## src/rtl/csa_resolver_pkg.sv

```systemverilog
// Shared types and elaboration helpers for the sequential carry-propagate stage.
package csa_resolver_pkg;

  typedef enum logic [1:0] {
    IDLE = 2'd0,
    ADD  = 2'd1,
    DONE = 2'd2
  } state_t;

  // Guarded so a bad C reaches the parameter check instead of a divide-by-zero.
  function automatic int num_chunks(input int w, input int c);
    return (c > 0) ? w / c : 1;
  endfunction

  function automatic int idx_width(input int n);
    return (n > 1) ? $clog2(n) : 1;
  endfunction

endpackage

```

## src/rtl/csa_chunk_add.sv

```systemverilog
// C-bit ripple adder built from full-adder cells; purely combinational.
module csa_chunk_add #(
  parameter int C = 4
) (
  input  logic [C-1:0] a,
  input  logic [C-1:0] b,
  input  logic         ci,
  output logic [C-1:0] s,
  output logic         co
);

  logic [C:0] c;

  assign c[0] = ci;

  for (genvar i = 0; i < C; i++) begin : g_fa
    assign s[i]   = a[i] ^ b[i] ^ c[i];
    assign c[i+1] = (a[i] & b[i]) | (c[i] & (a[i] ^ b[i]));
  end

  assign co = c[C];

endmodule

```

## src/rtl/csa_resolver.sv

```systemverilog
// Resolves one redundant (sum, carry) pair into binary, C bits per cycle,
// with a registered carry between chunks.
module csa_resolver
  import csa_resolver_pkg::*;
#(
  parameter int W = 16,
  parameter int C = 4
) (
  input  logic         clk,
  input  logic         rst_n,
  input  logic         in_valid,
  output logic         in_ready,
  input  logic [W-1:0] s_vec,
  input  logic [W-1:0] c_vec,
  output logic         out_valid,
  input  logic         out_ready,
  output logic [W:0]   result,
  output logic         busy
);

  localparam int N  = num_chunks(W, C);
  localparam int IW = idx_width(N);
  localparam logic [IW-1:0] LAST = IW'(N - 1);

  if (C < 1 || W < C || (W % C) != 0) begin : g_bad_param
    $error("csa_resolver: W must be a positive multiple of C");
  end

  state_t         state, state_nx;
  logic [W-1:0]   op_s, op_c;
  logic [IW-1:0]  idx;
  logic           cy;
  logic [C-1:0]   chunk_a, chunk_b, chunk_s;
  logic           chunk_co;

  assign chunk_a = op_s[idx*C +: C];
  assign chunk_b = op_c[idx*C +: C];

  csa_chunk_add #(.C(C)) u_add (
    .a  (chunk_a),
    .b  (chunk_b),
    .ci (cy),
    .s  (chunk_s),
    .co (chunk_co)
  );

  assign in_ready = (state == IDLE);
  assign busy     = (state != IDLE);

  always_ff @(posedge clk or negedge rst_n) begin
    if (!rst_n) state <= IDLE;
    else        state <= state_nx;
  end

  always_comb begin
    state_nx = state;
    unique case (state)
      IDLE:    if (in_valid)     state_nx = ADD;
      ADD:     if (idx == LAST)  state_nx = DONE;
      DONE:    if (out_ready)    state_nx = IDLE;
      default:                   state_nx = IDLE;
    endcase
  end

  always_ff @(posedge clk or negedge rst_n) begin
    if (!rst_n) begin
      op_s      <= '0;
      op_c      <= '0;
      idx       <= '0;
      cy        <= 1'b0;
      result    <= '0;
      out_valid <= 1'b0;
    end else begin
      if (state == IDLE && in_valid) begin
        op_s <= s_vec;
        op_c <= c_vec;
        idx  <= '0;
        cy   <= 1'b0;
      end else if (state == ADD) begin
        // Unwritten upper chunks keep the previous result until overwritten.
        result[idx*C +: C] <= chunk_s;
        cy                 <= chunk_co;
        if (idx == LAST) begin
          idx       <= '0;
          result[W] <= chunk_co;
          out_valid <= 1'b1;
        end else begin
          idx <= idx + 1'b1;
        end
      end else if (state == DONE && out_ready) begin
        out_valid <= 1'b0;
      end
    end
  end

endmodule

```

## config.mk

```make
export PLATFORM = sky130hd
export DESIGN_NAME = csa_resolver
export DESIGN_NICKNAME = d
export VERILOG_FILES = /design/src/rtl/csa_resolver_pkg.sv /design/src/rtl/csa_chunk_add.sv /design/src/rtl/csa_resolver.sv
export SDC_FILE = /design/constraint.sdc
export NUM_CORES = 1
export LEC_CHECK = 0
export BUFFER_PORTS_ARGS = -buffer_cell sky130_fd_sc_hd__buf_2
export CAP_MARGIN = 20
export CORE_UTILIZATION = 50
export CTS_BUF_LIST = sky130_fd_sc_hd__clkbuf_4 sky130_fd_sc_hd__clkbuf_8
export DETAILED_ROUTE_END_ITERATION = 12
export PLACE_DENSITY = 0.77
export SLEW_MARGIN = 30
export SYNTH_ARGS = -nofsm -noshare
export SYNTH_HDL_FRONTEND = slang
export SYNTH_HIERARCHICAL = 1
export SYNTH_SLANG_ARGS = --single-unit
export TNS_END_PERCENT = 10
```

## constraint.sdc

```tcl
create_clock -name clk -period 4.3 [get_ports clk]
set_input_delay 0.43 -clock clk [delete_from_list [all_inputs] [get_ports clk]]
set_output_delay 0.43 -clock clk [all_outputs]
set_load 0.01 [all_outputs]
```

After elaboration in Yosys (flattened, before gate mapping)
Index checks and enable logic that the tools add are counted.
- add/sub/neg operators: 2
- reductions and logical operators: 9
- equal/unequal tests: 6
- shift-type cells: 4
- multiplexer cells: 14
- bitwise logic cells: 21
- operator list (kind ; number):
    $neg A4 Y34 ; 1
    $shift A4 B34 Y17 const A ; 1
    $shiftx A4 B34 Y17 ; 1
    $shiftx A16 B5 Y4 ; 2
    $bwmux W17 ; 1
    $mux W2 ; 6
    $and A1 B1 Y1 ; 8
    $xor A1 B1 Y1 ; 8
    $mux W1 ; 6
    $ne A2 B2 Y1 const B ; 3
    $pmux W2 S3 ; 1
    $reduce_and A3 Y1 ; 2
    $reduce_bool A2 Y1 ; 3
    $eq A2 B2 Y1 const B ; 2
    $or A1 B1 Y1 ; 4
    $add A2 B1 Y2 const B ; 1
    $eq A2 B1 Y1 const B ; 1
    $logic_and A1 B1 Y1 ; 2
    $logic_not A2 Y1 ; 1
    $reduce_and A2 Y1 ; 1
    $not A1 Y1 ; 1
- output and inout bits: 20
- input bits: 36
- flip-flop bits (word level): 55

Depth between registers and ports, before layout
Gate-level depths: netlist of the first run.
- depth after elaboration: 12
- mapped depth: 12
- depth with buffers taken out: 11

Hierarchy
Netlist of the first run, hierarchy kept.
- by module, submodules not included (module ; sequential area each (µm²) ; cells each ; times used ; area an instance (µm²)):
    csa_resolver ; 1376.3 ; 162 ; 1 ; 2558.7
    csa_chunk_add ; 0.0 ; 14 ; 1 ; 117.6

Worst setup path after synthesis of the first run
No wires, ideal clock.
- kind: flip-flop to flip-flop
- from: reg idx[0]
- to: reg result[15]
- path buffers: 1
- data arrival time: 3.010 ns
- required time: 4.233 ns
- period minus slack after synthesis: 3.077 ns
- stages on the path, launching flop included: 12
- setup slack: 1.223 ns
- setup time: 0.067 ns
- cells stage by stage: dfrtp_1 -> buf_2 -> mux4_2 -> fa_1 -> inv_1 -> fa_1 -> inv_1 -> fa_1 -> inv_1 -> fa_1 -> inv_1 -> a22o_1
- cells in the longest elaborated chain, start to end: 11
- elaborated cells on any way between the ends: 23
- RTL lines (element ; line ; RTL):
    start: declaration ; csa_resolver.sv:31 ; logic [IW-1:0] idx;
    start signal: assignment ; csa_resolver.sv:88 ; idx <= idx + 1'b1;
    $shiftx A16 B5 Y4 (*) ; csa_resolver.sv:36 ; assign chunk_a = op_s[idx*C +: C];
    named net chunk_a[0] ; csa_resolver.sv:33 ; logic [C-1:0] chunk_a, chunk_b, chunk_s;
    $xor A1 B1 Y1 ; csa_chunk_add.sv:18 ; assign c[i+1] = (a[i] & b[i]) | (c[i] & (a[i] ^ b[i]));
    $and A1 B1 Y1 ; csa_chunk_add.sv:18 ;
    $or A1 B1 Y1 (*) ; csa_chunk_add.sv:18 ;
    $and A1 B1 Y1 (*) ; csa_chunk_add.sv:18 ;
    $or A1 B1 Y1 (*) ; csa_chunk_add.sv:18 ;
    $and A1 B1 Y1 (*) ; csa_chunk_add.sv:18 ;
    $or A1 B1 Y1 (*) ; csa_chunk_add.sv:18 ;
    $xor A1 B1 Y1 (*) ; csa_chunk_add.sv:17 ; assign s[i] = a[i] ^ b[i] ^ c[i];
    named net chunk_s[3] ; csa_resolver.sv:33 ;
    $shiftx A4 B34 Y17 (*) ; csa_resolver.sv:81 ; result[idx*C +: C] <= chunk_s;
    $bwmux W17 (*) ; csa_resolver.sv:81 ;
    end signal: indexed assignment ; csa_resolver.sv:81 ;
    end signal: indexed assignment ; csa_resolver.sv:85 ; result[W] <= chunk_co;
    end: declaration ; csa_resolver.sv:17 ; output logic [W:0] result,
Mark *: on every way through the listed nets, which the timed path passes. The rest lies on a longest branch.
A chain may end at the register's enable or synchronous reset.

Worst setup path after layout of the first run
- from: reg idx[0]
- to: reg result[7]
The elaborated chain is that of the path after synthesis.

==> impl_results.md, run 1 <==
- Vias: 1,629
- Placer congestion estimate: 0.768
- Area post-placement: approximately 3000 um^2
- Cell area after synthesis: 2680 um^2
- Clock Sink Count: 55
- Final wirelength: between 4000 and 5000 um
- Die Height: 75.2 um
- Leakage: 1.52 nW
- Reg-to-Reg Start: idx[0]
- Total of max-cap violations: 0
- Status: completed
- Setup tns final: 0 ns
- Final Hold Fails: 0
- Core Area: 5140 um^2
- Max FO, Critical Path: 17
- FP Rows: 26
- CP required: 4.55 ns
- GRT overflow: 0
- Cts repair resizes: 0
- R2R Setup Slk: around 1.2 ns
- Ranking of synthesized cells by area: dfrtp_1, mux2_4, mux4_2
- Syn_area_per_cell: around 15 um^2
- Part of the cycle the worst path needs: ~72%
- Hold Crit Class: in -> async
- Initial antenna violation count: 0
- Clock tree buffer depth: 2
- Number of I/O pins: 56
- Final setup fails: 0
- # hold bufs at CTS: 0
- Top cell type's share of synthesized area: 51.4%
- CP startpoint: idx[0]
- Worst-margin pin slew: about 0.67 ns
- Port bufs: 55
- Post-CTS Setup Repair Bufs: 0
- Layout cells sized above 1: 46.8%
- Vias in the first global route: 1,681
- Rel. slew slack: a little under three fifths
- Inserted Clock Buffers: 5
- Largest net degree at the start of global routing: 56
- WS Path Type: reg -> reg
- Max-slew violation count: 0
- RSZ-0062 raised after global routing: no
- Clock latency on the worst-skew pair: about 0.30 ns
- CTS tree: built
- Cell count after synthesis: between 150 and 200
- Cell area after layout: about 3000 um^2
- XOR/XNOR share of the synthesized area: 0%
- Register area share after synthesis: 51.4%
- Syn_nets: about 220
- Final worst slack: 1.22 ns
- Compound-Gate Fraction of Synth Area: 7.99%
- Die ar.: between 5000 and 6000 um^2
- Global-route wire length before repair: 8360 um
- Diodes inserted: 0
- Routed len/inst: 15.7 um
- First DRT Iteration DRCs: 101
- Post-synthesis mux area share: 24.4%
- First drt pass iteration count: 4
- Combinational family with the most area after synthesis: multiplexers
- HPWL Detailed: 3470 um
- Clock-pin slew on the worst setup and hold paths: 0.10 ns
- Post-route ant nets: 0
- Final nets: 280
- Number of vias per cell: ~5.4
- Period minus WS final: about 3.1 ns
- Pre-CTS setup slack: roughly 1.3 ns
- Max VDD drop: 0.000391 V
- PwrDens: between 800 and 900 nW/um^2
- Synth warn: 6
- Flops & latches, synth: 55
- Area grow syn2layout: 15.5%
- H-tree lvl count: 2
- Path depth of the worst reg2reg path: 11
- Worst Setup Start Kind: flip-flop
- Initial core utilization: 52.1%
- Synth Area in Simple Gates: 5.10%
- Clock skew: around 0.0066 ns
- Total track usage: 20.1%
- CTS root buf: clkbuf_8
- # DRC: 0
- Die width: 75.2 um
- Worst reg2reg path endpoint: result[7]
- Most area-hungry cell type in the Yosys netlist: dfrtp_1
- CP Capture Type: flip-flop
- Fmax: 325 MHz
- Post-synth cell types: 28
- Critical Path AT: 3.33 ns
- Post-synthesis adder-cell area fraction: 6.26%
cell usage in the layout, fill, tap and decap left out, types with 2 or more instances in the layout:
cell	n
buf_2	55
nor4b_2	2
inv_1	15
nand3b_1	3
nor2_1	2
ha_1	7
mux2_2	2
a21oi_1	5
nor2b_1	2
nand2_1	4
nor4_1	2
o41ai_1	2
dfrtp_1	55
mux4_2	8
a22o_1	17
mux2_4	30
clkbuf_8	5
fa_1	4
buf_4	2
o21ai_0	3
synthesized netlist by cell type:
cell / n
o21bai_1: 1
and2_1: 1
fa_1: 4
nor4_1: 2
mux4_2: 8
o41ai_1: 2
nand2b_1: 1
mux2_4: 30
o21ai_0: 3
dfrtp_1: 55
nand2_1: 4
nor4b_2: 2
inv_1: 15
nand3b_1: 3
nand4_1: 1
nor2_2: 1
ha_1: 7
a21oi_1: 5
nor2b_1: 2
buf_6: 1
buf_4: 1
clkbuf_1: 1
buf_2: 1
mux2_2: 2
a22o_1: 17
nand3b_2: 1
nor2_1: 2
buf_8: 3
where the power goes:
group	switching (W)	internal, W
logic	0.000625	0.000659
registers	0.000170	0.000746
clock network	0.000161	0.000170
total	0.000956	0.00158
layer usage:
metal	part of all wire, %	vias up	track usage (%)
met5	0	-	0
met4	0.53	0	4.73
met3	4.1	5	5.22
met2	48	56	32.0
met1	47	819	27.9
li1	-	749	-
critical path, stage by stage, from the launching register on:
cell	delay, ns
dfrtp_1	0.33
buf_4	0.26
mux4_2	0.56
fa_1	0.43
inv_1	0.07
fa_1	0.18
inv_1	0.06
fa_1	0.36
inv_1	0.08
fa_1	0.40
inv_1	0.13
a22o_1	0.16
kinds of logic after synthesis:
kind of cell	count (synthesis)
AO/OA/AOI/OAI	28
adder cells (fa/ha/maj)	11
buffers and inverters	22
flip-flops	55
multiplexers	40
AND/OR/NAND/NOR	20
through the flow:
stage / hold WS [ns] / instances / total power (W) / util, %
finish: 0.226 / 303 / 0.00253 / 60.1
global route: 0.286 / 303 / 0.00276 / 60.1
CTS: 0.261 / 303 / 0.00255 / 60.1
detailed placement: 0.468 / 296 / 0.00221 / 58.0
global placement: 0.474 / 296 / 0.00217 / 58.0
floorplan: 0.134 / 176 / 0.00189 / -
worst max-delay path by stage:
| stage | to | slack (ns) | depth (start not counted) |
|---|---|---|---|
| floorplan | result[15] | 1.22 | 11 |
| global placement | result[15] | 1.35 | 11 |
| detailed placement | result[7] | 1.27 | 11 |
| CTS | result[7] | 1.21 | 11 |
| global route | result[3] | 1.03 | 11 |
| finish | result[7] | 1.22 | 11 |
flip-flops by register name (all words and copies together) (netlist names):
name       flops
out_valid      1
idx            2
cy             1
result        17
op_c          16
op_s          16
state          2
cell type report:
cell class              count  area (um^2)
fillers                   428         2050
clock inverters             2         37.5
repair buffers             57          290
inverters                  15         56.3
well taps                  70         87.6
multi-input cells          99         1170
flip-flops and latches     55         1380
clock buffers               5         68.8
Power figures use the tool's default switching activity.
==> inputs of run 2 (changes only) <==
clock period = 2.98 ns   (was 4.3 ns; I/O delays follow)
==> run 2 against run 1 <==
Utilization up 0.68 points. First-iteration DRC count down 12%. Cell count up 1.7%. Design area up 1.1%. Routed wire length up 0.23%. Sequential share of layout area down 0.46 points. Hold slack worse by 0.15 ns. Critical path type unchanged. Highest routed layer unchanged.
==> impl_results.md, run 2 (synthesis gave the netlist of run 1 again) <==
- Status: completed
- RSZ-0062 raised after global routing: no
- Final setup fails: 0
- R2R Setup Slk: ~0.12 ns
- Period minus WS final: 2.86 ns
- Post-CTS Setup Repair Bufs: 0
- Tot Pwr: 0.00366 W
- Final core occ: between 60% and 70%
- HPWL Detailed: about 3600 um
- Die Height: about 75 um
- Commonest non-fill, non-tap cells in the layout: buf_2, dfrtp_1, mux2_4
- Max VDD drop: 0.000612 V
- # hold bufs at CTS: 0
- WS Path Type: reg -> reg
- H-tree lvl count: 2
- PwrDens: 1170 nW/um^2
- Number of I/O pins: 56
- Max FO, Critical Path: 4
- Total track usage: 19.0%
- Die ar.: 5650 um^2
- Buf+Inv Stages, Crit Path: 4
- CTS root buf: clkbuf_8
- Initial core utilization: 52.1%
- Initial antenna violation count: 0
- CP delay by family, top: adder cells
- Max-slew violation count: 0
- Slowest cell on the critical path: mux4_2
- Diodes inserted: 0
- Fmax: 350 MHz
- Vias: 1,591
- Final wirelength: 4770 um
- Clock tree buffer depth: 2
- Post-route ant nets: 0
- Most common cell after layout, fill and taps aside: buf_2
- Vias in the first global route: approximately 1,700
- FP Rows: 26
- Die width: 75.2 um
- Cts repair resizes: 0
- First drt pass iteration count: 4
- Hold Crit Class: in -> async
- Total of max-cap violations: 0
- Global-route wire length before repair: 7910 um
- Final nets: 284
- Leakage: 1.54 nW
- CTS tree: built
- Rel. slew slack: 46.5%
- CP cell instances: mux4_2 > fa_1 > inv_1 > fa_1 > inv_1 > fa_1 > inv_1 > fa_1 > inv_1 > a22o_1
- Top Registers: result x17, op_c x16, op_s x16
- Routed len/inst: 15.5 um
- Clock Sink Count: 55
- Inserted Clock Buffers: 5
- Worst-margin pin slew: ~0.8 ns
- Port bufs: 55
- Largest reg by FF count: result
- CP required: 3.23 ns
- Placer congestion estimate: 0.759
- Clock skew: 0.00688 ns
- # DRC: 0
- Setup tns final: 0 ns
- Critical Path AT: 3.11 ns
- First DRT Iteration DRCs: 89
- Largest net degree at the start of global routing: 38
- GRT overflow: 0
- Final Hold Fails: 0
- Layout cells sized above 1: between 40% and 50%
- Crit-path max cell delay: 0.53 ns
- Max FFs per register: 17
- Core Area: slightly above 5000 um^2
- Clock latency on the worst-skew pair: around 0.30 ns
- Area grow syn2layout: 16.8%
- CP Capture Type: flip-flop
- Part of the cycle the worst path needs: about 96%
- Worst Setup Start Kind: flip-flop
- Clock-pin slew on the worst setup and hold paths: 0.10 ns
- Number of vias per cell: 5.17
## run 2: layer usage
metal	GRT usage, %	wire, um
met1	25.6	2280
met3	4.28	220
met4	4.32	44
met2	31.7	2230
met5	0	0
## run 2: path summary, 6_finish.rpt
path,from,end,cells after the start
hold / removal,rst_n,result[8],1
setup / recovery,idx[0],result[7],10
min in group clk,s_vec[3],op_s[3],2
hold reg to reg,result[0],result[0],2
max in group asynchronous,rst_n,op_c[5],2
setup reg to reg,idx[0],result[7],10
## run 2: power by group
group / switching [W] / leakage [nW] / internal, W / total (W)
combinational: 0.000922 / 0.811 / 0.000990 / 0.00191
clock: 0.000237 / 0.0523 / 0.000202 / 0.000439
sequential: 0.000228 / 0.679 / 0.00108 / 0.00131
## run 2: metrics by stage
stage / setup WS (ns) / hold slack [ns] / area, um^2 / cells
2_1_floorplan: 0.0529 / 0.00241 / 2680 / 176
3_3_place_gp: 0.241 / 0.419 / 3030 / 300
3_5_place_dp: 0.121 / 0.429 / 3030 / 300
4_1_cts: 0.0929 / 0.100 / 3130 / 308
5_1_grt: 0.00386 / 0.119 / 3130 / 308
6_report: 0.120 / 0.0743 / 3130 / 308
## run 2: layout make-up
class	count	area, um^2
Fill cell	430	2010
Clock inverter	1	8.76
Clock buffer	7	90.1
Inverter	15	56.3
Tap cell	70	87.6
Multi-Input combinational cell	99	1170
Timing Repair Buffer	61	333
Sequential cell	55	1380
==> inputs of run 3 (changes only) <==
CORE_ASPECT_RATIO = 0.75   (was unset)
==> run 3 against run 2 <==
Register-to-register slack gained 0.04 ns. Sequential cell count is the same. Largest cell class unchanged. Combinational power is essentially flat. Non-clock buffer count is the same.
==> impl_results.md, run 3 (synthesis gave the netlist of run 1 again) <==
- Inserted Clock Buffers: 5
- Max VDD drop: 0.000526 V
- Fmax: 355 MHz
- Max FO, Critical Path: 4
- Status: completed
- Crit-path max cell delay: ~0.53 ns
- Worst Setup Start Kind: flip-flop
- # hold bufs at CTS: 0
- Top Registers: result x17, op_c x16, op_s x16
- # DRC: 0
- Fillers: approximately 410
- Core Area: 5010 um^2
- Final wirelength: 4950 um
- Commonest non-fill, non-tap cells in the layout: buf_2, dfrtp_1, mux2_4
- Setup tns final: 0 ns
- Final setup fails: 0
- Largest net degree at the start of global routing: 36
- Initial antenna violation count: 0
- Die width: 86.5 um
- CP dominant cell by count: fa_1
- Final core occ: 62.0%
- Most common cell after layout, fill and taps aside: buf_2
- WS Path Type: reg -> reg
- GRT overflow: 0
- Die Height: 65.4 um
- RSZ-0062 raised after global routing: no
- Max FFs per register: 17
- FF+latch area: ~1400 um^2
- Placed cells: 302
- Routed len/inst: around 16 um
- Clock skew: 0.0123 ns
- Critical Path AT: 3.06 ns
- Total of max-cap violations: 0
- CP Capture Type: flip-flop
- Number of vias per cell: 5.13
- Final non-filler cell total: just over 300
- Global-route wire length before repair: 8390 um
- Clock-pin slew on the worst setup and hold paths: 0.10 ns
- Placer congestion estimate: 0.742
- Diodes inserted: 0
- Worst-margin pin slew: approximately 0.77 ns
- Area grow syn2layout: 16.0%
- CP required: 3.22 ns
- Slowest cell on the critical path: mux4_2
- Initial core utilization: 53.4%
- Port bufs: 55
- CP cell instances: mux4_2 > fa_1 > inv_1 > fa_1 > inv_1 > fa_1 > inv_1 > fa_1 > inv_2 > a22o_1
- PwrDens: between 1000 and 1500 nW/um^2
- Part of the cycle the worst path needs: a little over nine tenths
- Multi-input logic area: 1170 um^2
- FP Rows: 22
- Total track usage: between 10% and 20%
- H-tree lvl count: 2
- Pre-CTS setup slack: 0.132 ns
- CTS root buf: clkbuf_8
- Max-slew violation count: 0
- First drt pass iteration count: 4
- Clock latency on the worst-skew pair: 0.31 ns
- First DRT Iteration DRCs: 88
- Final worst slack: ~0.16 ns
- Die ar.: ~5700 um^2
- Final Hold Fails: 0
- Hold Crit Class: in -> async
- CTS tree: built
- Vias: roughly 1,600
- Rel. slew slack: 48.6%
- HPWL Detailed: around 3700 um
- Final nets: roughly 280
- Layout cells sized above 1: 48.7%
- Post-route ant nets: 0
- Clock tree buffer depth: 2
- Leakage: roughly 1.5 nW
- Period minus WS final: 2.82 ns
- Tot Pwr: 0.00365 W
- Clock Sink Count: 55
- Number of I/O pins: between 50 and 60
- Vias in the first global route: 1,634
- Largest reg by FF count: result
run 3: changes by cell type in the layout (fill, tap and decap cells not counted):
cell / before / now
clkinvlp_4: 0 / 1
buf_12: 1 / 0
inv_6: 1 / 0
clkinv_2: 0 / 1
inv_2: 0 / 1
clkbuf_8: 6 / 5
inv_1: 15 / 14
buf_4: 5 / 6
run 3: path summary, 6_finish.rpt:
| path | slack (ns) | depth (start not counted) | endpoint | from |
|---|---|---|---|---|
| worst max-delay path | 0.16 | 10 | result[11] | idx[0] |
| worst min-delay path | 0.05 | 1 | op_c[5] | rst_n |
| worst max register to register | 0.16 | 10 | result[11] | idx[0] |
| worst min register to register | 0.50 | 2 | result[12] | result[12] |
| max in group asynchronous | 2.27 | 2 | result[11] | rst_n |
| min in group clk | 0.21 | 2 | op_s[13] | s_vec[13] |
run 3: final cells by class:
class	instances	area share, %
tap	72	2.90
inverter	15	1.81
clock inverter	2	0.403
clock buffer	6	2.46
sequential	55	44.4
multi-input combinational	99	37.8
timing repair buffer	61	10.3
run 3: routing by layer:
layer / share of wire (%) / wire [um] / GRT usage [%]
met1: 52 / 2560 / 29.9
met2: 43 / 2110 / 28.9
met3: 5.0 / 248 / 4.27
met4: 0.73 / 36 / 6.25
met5: 0 / 0 / 0
run 3: through the flow:
step	hold slack, ns	area, um^2
after floorplan	0.00241	2680
after global placement	0.408	3020
after detailed placement	0.421	3020
after CTS	0.0813	3110
after global routing	0.125	3110
final	0.0546	3110
run 3: what timing repair did:
action / 4_1_cts / 5_1_grt
buffers inserted: 0 / 0
setup endpoints to repair: 0 / 2
gates resized for setup: 0 / 1
run 3: worst max-delay path, delay by kind of cell, from the launching register on:
kind	cells	cell delay (ns)
AO/OA/AOI/OAI	1	0.14
multiplexers	1	0.53
flip-flops	1	0.42
buffers and inverters	4	0.31
adder cells (fa/ha/maj)	4	1.37
run 3: power breakdown:
group	internal, W	switching (W)
Sequential	0.00108	0.000226
Combinational	0.000984	0.000947
Clock	0.000174	0.000237
